## src/rtl/cpu_clk_sched.sv

```systemverilog
// cpu_clk_sched
//   Clock-enable scheduler for the CPU / branch-predictor datapath. It emits a
//   registered one-cycle enable pulse (tick) that is sequenced by run (level),
//   single-step, fixed-length burst and halt commands. The tick period comes
//   from a divisor that can be reloaded at runtime.
// Ports
//   clk, reset      system clock; synchronous active-high reset
//   run             level, continuous ticking request
//   step_req        pulse, request exactly one tick
//   burst_start     pulse, request burst_len ticks (burst_len sampled with it)
//   halt            pulse, abort any activity
//   div_load        pulse, load div_value (0 is treated as 1)
//   tick            registered one-cycle clock enable
//   busy            state != IDLE
//   state_o         IDLE=0 RUN=1 BURST=2 STEP=3
//   remaining       ticks still owed in BURST, else 0
module cpu_clk_sched #(
    parameter int unsigned DIV_DEFAULT = 50_000_000,
    parameter int          CNT_W       = 32,
    parameter int          BURST_W     = 16
) (
    input  logic               clk,
    input  logic               reset,
    input  logic               run,
    input  logic               step_req,
    input  logic               burst_start,
    input  logic [BURST_W-1:0] burst_len,
    input  logic               halt,
    input  logic               div_load,
    input  logic [CNT_W-1:0]   div_value,
    output logic               tick,
    output logic               busy,
    output logic [1:0]         state_o,
    output logic [BURST_W-1:0] remaining
);

    typedef enum logic [1:0] {
        IDLE  = 2'd0,
        RUN   = 2'd1,
        BURST = 2'd2,
        STEP  = 2'd3
    } state_t;

    localparam logic [CNT_W-1:0]   CNT_ONE   = CNT_W'(1);
    localparam logic [BURST_W-1:0] BURST_ONE = BURST_W'(1);
    // A zero default divisor would make the wrap compare underflow.
    localparam logic [CNT_W-1:0]   DIV_RST   = (DIV_DEFAULT == 0) ? CNT_ONE : CNT_W'(DIV_DEFAULT);

    state_t             state_q, state_d;
    logic [CNT_W-1:0]   count_q, count_d;
    logic [CNT_W-1:0]   div_q, div_d;
    logic [BURST_W-1:0] remaining_q, remaining_d;
    logic               tick_q, tick_d;
    logic               wrap;

    // div_q is never 0, so div_q-1 cannot underflow.
    assign wrap = (count_q == div_q - CNT_ONE);

    always_comb begin
        state_d     = state_q;
        count_d     = count_q;
        div_d       = div_q;
        remaining_d = remaining_q;
        tick_d      = 1'b0;

        case (state_q)
            IDLE: begin
                count_d     = '0;
                remaining_d = '0;
                // run wins over burst over step; losers are simply dropped
                if (run) begin
                    state_d = RUN;
                end else if (burst_start && (burst_len != '0)) begin
                    state_d     = BURST;
                    remaining_d = burst_len;
                end else if (step_req) begin
                    state_d = STEP;
                    tick_d  = 1'b1;
                end
            end
            RUN: begin
                count_d = wrap ? '0 : count_q + CNT_ONE;
                tick_d  = wrap;   // a wrap on the exit cycle still ticks
                if (!run) begin
                    state_d = IDLE;
                    count_d = '0;
                end
            end
            BURST: begin
                count_d = wrap ? '0 : count_q + CNT_ONE;
                tick_d  = wrap;
                if (wrap) begin
                    remaining_d = remaining_q - BURST_ONE;
                    // last tick and IDLE land together, so busy drops with it
                    if (remaining_q == BURST_ONE) begin
                        state_d = IDLE;
                        count_d = '0;
                    end
                end
            end
            STEP: begin
                state_d = IDLE;
            end
            default: begin
                state_d = IDLE;
            end
        endcase

        // Divisor reload restarts the period but leaves state/remaining alone.
        if (div_load) begin
            div_d   = (div_value == '0) ? CNT_ONE : div_value;
            count_d = '0;
        end

        // halt overrides everything, including a coincident wrap or reload.
        if (halt) begin
            state_d     = IDLE;
            count_d     = '0;
            remaining_d = '0;
            tick_d      = 1'b0;
            div_d       = div_q;
        end
    end

    always_ff @(posedge clk) begin
        if (reset) begin
            state_q     <= IDLE;
            count_q     <= '0;
            div_q       <= DIV_RST;
            remaining_q <= '0;
            tick_q      <= 1'b0;
        end else begin
            state_q     <= state_d;
            count_q     <= count_d;
            div_q       <= div_d;
            remaining_q <= remaining_d;
            tick_q      <= tick_d;
        end
    end

    assign tick      = tick_q;
    assign busy      = (state_q != IDLE);
    assign state_o   = state_q;
    assign remaining = remaining_q;

endmodule

```

## config.mk

```make
export PLATFORM = sky130hd
export DESIGN_NAME = cpu_clk_sched
export DESIGN_NICKNAME = d
export VERILOG_FILES = /design/src/rtl/cpu_clk_sched.sv
export SDC_FILE = /design/constraint.sdc
export NUM_CORES = 1
export LEC_CHECK = 0
export CAP_MARGIN = 40
export CORE_MARGIN = 2
export CORE_UTILIZATION = 35
export CTS_CLUSTER_DIAMETER = 40
export DETAILED_ROUTE_END_ITERATION = 12
export PLACE_DENSITY = 0.59
export SETUP_SLACK_MARGIN = 0.02
export SYNTH_ARGS = -nofsm -noshare
export SYNTH_HDL_FRONTEND = slang
export SYNTH_SLANG_ARGS = --single-unit
```

## constraint.sdc

```tcl
create_clock -name clk -period 4.1 [get_ports clk]
set_clock_uncertainty 0.2 [all_clocks]
set_input_delay 0.82 -clock clk [delete_from_list [all_inputs] [get_ports clk]]
set_output_delay 0.82 -clock clk [all_outputs]
set_load 0.1 [all_outputs]
```

==> results.sh, run 1 <==
export IMPL_mostFrequentLayoutCell="sky130_fd_sc_hd__nand2_1"
export IMPL_globalRouteOverflowTotal=0
export IMPL_grt_start_max_net_pins=38
export IMPL_timing_max_slew_rel_slack_pct=50.6
export IMPL_clkSinkCount=83
export IMPL_initial_core_util_pct=36.0
export IMPL_route_final_wire_length_um=16600
export IMPL_remaining_routing_drc_violations=0
export IMPL_worst_setup_path_startpoint="div_q[0]"
export IMPL_synthesis_instances=759
export IMPL_regToRegStartpoint="div_q[0]"
export IMPL_crit_type="reg -> reg"
export IMPL_peakVddDrop_v=0.000177
export IMPL_final_min_clock_period_ns=3.74
export IMPL_finish_net_count=902
export IMPL_syn_cell_area_mm2=0.00574
export IMPL_critPathMaxStageDelay_ns=0.44
export IMPL_gr_usage_all_layers_pct=19.3
export IMPL_drive_above_1_share_pct=9.04
export IMPL_final_routed_wire_length_divided_by_cell_count_um=15.7
export IMPL_clk_latency_ns=0.34
export IMPL_max_clock_path_buffers=2
export IMPL_timing_critical_path_to_type="register"
export IMPL_rsz0062_at_grt="no"
export IMPL_synth_seq_cells=83
export IMPL_slowest_stage="sky130_fd_sc_hd__dfxtp_1"
export IMPL_power_leakage_nw=2.59
export IMPL_grt_first_pass_wirelength_um=27800
export IMPL_layout_cells_most_common_list="sky130_fd_sc_hd__nand2_1 (126), sky130_fd_sc_hd__dfxtp_1 (83), sky130_fd_sc_hd__clkdlybuf4s50_1 (73)"
export IMPL_worstPathCellList="inv_1 > ha_1 > nor3b_1 > or3_1 > a2111oi_0 > o311ai_0 > nor4_4 > buf_4 > nand4_4 > and2_1 > buf_4 > a211oi_1"
export IMPL_final_hold_violation_count=0
export IMPL_area_delta_synth_final_pct=26.5
export IMPL_place_hpwl_um=12300
export IMPL_grt_pass1_vias=5459
export IMPL_worst_r2r_endpoint="remaining[14]"
export IMPL_antenna_diode_count=0
export IMPL_avgViaCountPerCell=5.45
export IMPL_setup_viol=0
export IMPL_detailedRoute_firstIterationViolations=469
export IMPL_seq_area_frac_synth_pct=28.9
export IMPL_post_layout_total_power_w=0.00205
export IMPL_clock_tree_htree_level_count=3
export IMPL_multi_input_area_mm2=0.00376
export IMPL_synth_edf_count=0
export IMPL_power_density_mw_per_mm2=282
export IMPL_sequential_cell_area_mm2=0.00166
export IMPL_synthFlopType="sky130_fd_sc_hd__dfxtp_1"
export IMPL_f_max_ghz=0.268
export IMPL_critPathCapture="remaining[14]"
export IMPL_crit_path_max_fanout=10
export IMPL_gpl_final_weighted_congestion=0.856
export IMPL_n_fill_cell=1585
export IMPL_tritoncts_num_buffers=9
export IMPL_whs_ns=0.290
export IMPL_reg2reg_depth=12
export IMPL_cts_hold_buffers=0
export IMPL_drv_cap=0
export IMPL_routed_antenna_nets=0
export IMPL_die_h_um=132
export IMPL_finish_utilization_pct=45.6
export IMPL_post_route_worst_setup_slack_ns=0.363
export IMPL_port_buffers=74
export IMPL_dp_worst_setup_slack_ns=0.244
export IMPL_cts_tree="built"
export IMPL_yosys_warnings=0
export IMPL_die_width_um=132
export IMPL_critPathRequiredTime_ns=4.16
export IMPL_core_area_mm2=0.0159
export IMPL_tightest_pin_transition_ns=0.741
export IMPL_clkSlewWorstSetupHoldPaths_ns=0.06
export IMPL_r2r_setup_slack_ns=0.36
export IMPL_min_delay_start="div_q[31]"
export IMPL_syn_nets=824
export IMPL_die_area_mm2=0.0174
export IMPL_row_count=46
export IMPL_critPathArrivalTime_ns=3.79
export IMPL_cts_root_buffer_cell="sky130_fd_sc_hd__clkbuf_16"
export IMPL_final_sum_of_negative_setup_slack_ns=0
export IMPL_path_common_cell="sky130_fd_sc_hd__buf_4"
export IMPL_holdCritPathClass="reg -> reg"
export IMPL_grt_antenna_before_repair=0
export IMPL_drtPass1Iterations=5
export IMPL_outcome="completed"
export IMPL_final_max_slew_violation_count=0
export IMPL_synth_cell_type_count=66
export IMPL_syn_mean_instance_area_um2=7.56
export IMPL_num_vias=5758
export IMPL_pin_count=75
export IMPL_min_period_over_period_pct=91.1
export IMPL_setup_worst_path_start_class="register"
export IMPL_share_of_async_settable_or_async_resettable_flops_after_synthesis_pct=0
==> worst min-delay path by stage <==
| stage | to | depth (start not counted) |
|---|---|---|
| after floorplan | div_q[31] | 2 |
| after global placement | div_q[31] | 2 |
| after detailed placement | div_q[31] | 2 |
| after CTS | div_q[31] | 2 |
| after global routing | div_q[31] | 2 |
| final | div_q[31] | 2 |
==> cell type report <==
class	instances	share of cell area, %
clock inverters	3	0.207
inverters	29	1.50
multi-input cells	598	51.8
clock buffers	12	3.39
well taps	216	3.72
flip-flops and latches	83	22.9
repair buffers	116	16.5
==> per-stage QoR <==
stage	cell area, um2	cells
floorplan	5740	759
global placement	6700	1021
detailed placement	6980	1040
CTS	7250	1055
global route	7260	1057
finish	7260	1057
==> critical path: cells and delay by family (launching register included) <==
kind	cells	cell delay, ns
AOI/OAI and AO/OA	3	0.98
adders and majority gates	1	0.25
buffers and inverters	3	0.50
DFF	1	0.44
and+or+nand+nor	5	1.27
==> power breakdown <==
part	leakage [nW]	total, W	internal (W)	switching (W)
Combinational	1.78	0.000441	0.000195	0.000246
Clock	0.132	0.000736	0.000420	0.000315
Sequential	0.675	0.000873	0.000831	0.0000417
==> layer usage <==
metal | global-route usage, % | routed length, um | part of all wire, %
met1 | 25.3 | 7740 | 47
met2 | 32.5 | 7870 | 48
met3 | 3.69 | 709 | 4.3
met4 | 5.01 | 231 | 1.4
met5 | 0 | 0 | 0
==> Yosys cell counts (4+ instances only) <==
master	instances	area share [%]
sky130_fd_sc_hd__dfxtp_1	83	29
sky130_fd_sc_hd__or4_1	12	1.6
sky130_fd_sc_hd__and3_1	7	0.76
sky130_fd_sc_hd__ha_1	10	2.2
sky130_fd_sc_hd__inv_1	29	1.9
sky130_fd_sc_hd__nand3b_1	18	2.4
sky130_fd_sc_hd__nor4_1	31	3.4
sky130_fd_sc_hd__a211oi_1	7	0.92
sky130_fd_sc_hd__nor2_1	32	2.1
sky130_fd_sc_hd__and2_1	6	0.65
sky130_fd_sc_hd__nand2_1	127	8.3
sky130_fd_sc_hd__nand4_1	16	1.7
sky130_fd_sc_hd__xor2_1	26	4.0
sky130_fd_sc_hd__nand2b_1	15	1.6
sky130_fd_sc_hd__xnor2_1	27	4.1
sky130_fd_sc_hd__a31oi_1	21	2.3
sky130_fd_sc_hd__o21ai_0	26	2.3
sky130_fd_sc_hd__clkbuf_1	39	2.6
sky130_fd_sc_hd__nand3_1	40	3.5
sky130_fd_sc_hd__nor3b_1	11	1.4
sky130_fd_sc_hd__mux2i_1	18	3.1
sky130_fd_sc_hd__a21oi_1	29	2.5
sky130_fd_sc_hd__nor3_1	26	2.3
sky130_fd_sc_hd__o211ai_1	8	1.0
sky130_fd_sc_hd__o22ai_1	5	0.54
sky130_fd_sc_hd__buf_2	6	0.52
sky130_fd_sc_hd__o31ai_1	6	0.78
sky130_fd_sc_hd__or3_1	8	0.87
sky130_fd_sc_hd__nor4_4	4	1.5
sky130_fd_sc_hd__a21o_1	4	0.52
==> sequential cells by signal, indices dropped and copies added (netlist names) <==
name       count
count_q       32
div_q         32
remaining     16
state_o        2
tick           1
==> repair_timing <==
item / 4_1_cts / 5_1_grt
gates resized for setup: 0 / 1
setup buffers: 0 / 2
setup endpoints to repair: 0 / 15
==> cells by family after synthesis <==
| logic type | after synthesis | synth area share, % |
|---|---|---|
| AO/OA/AOI/OAI | 146 | 17.0 |
| multiplexers | 20 | 3.53 |
| AND/OR/NAND/NOR | 369 | 34.7 |
| XOR/XNOR | 53 | 8.09 |
| buffers and inverters | 78 | 5.56 |
| flip-flops | 83 | 28.9 |
| adder cells (fa/ha/maj) | 10 | 2.18 |
Power figures use the tool's default switching activity.
==> run 2, diff against run 1 <==
--- a/config.mk
+++ b/config.mk
@@ -9,6 +9,7 @@
 export CORE_MARGIN = 2
 export CORE_UTILIZATION = 35
 export CTS_CLUSTER_DIAMETER = 40
+export CTS_CLUSTER_SIZE = 28
 export DETAILED_ROUTE_END_ITERATION = 12
 export PLACE_DENSITY = 0.59
 export SETUP_SLACK_MARGIN = 0.02
==> results of run 2 <==
No change in the layout: final DEF, timing and power equal those of run 1.
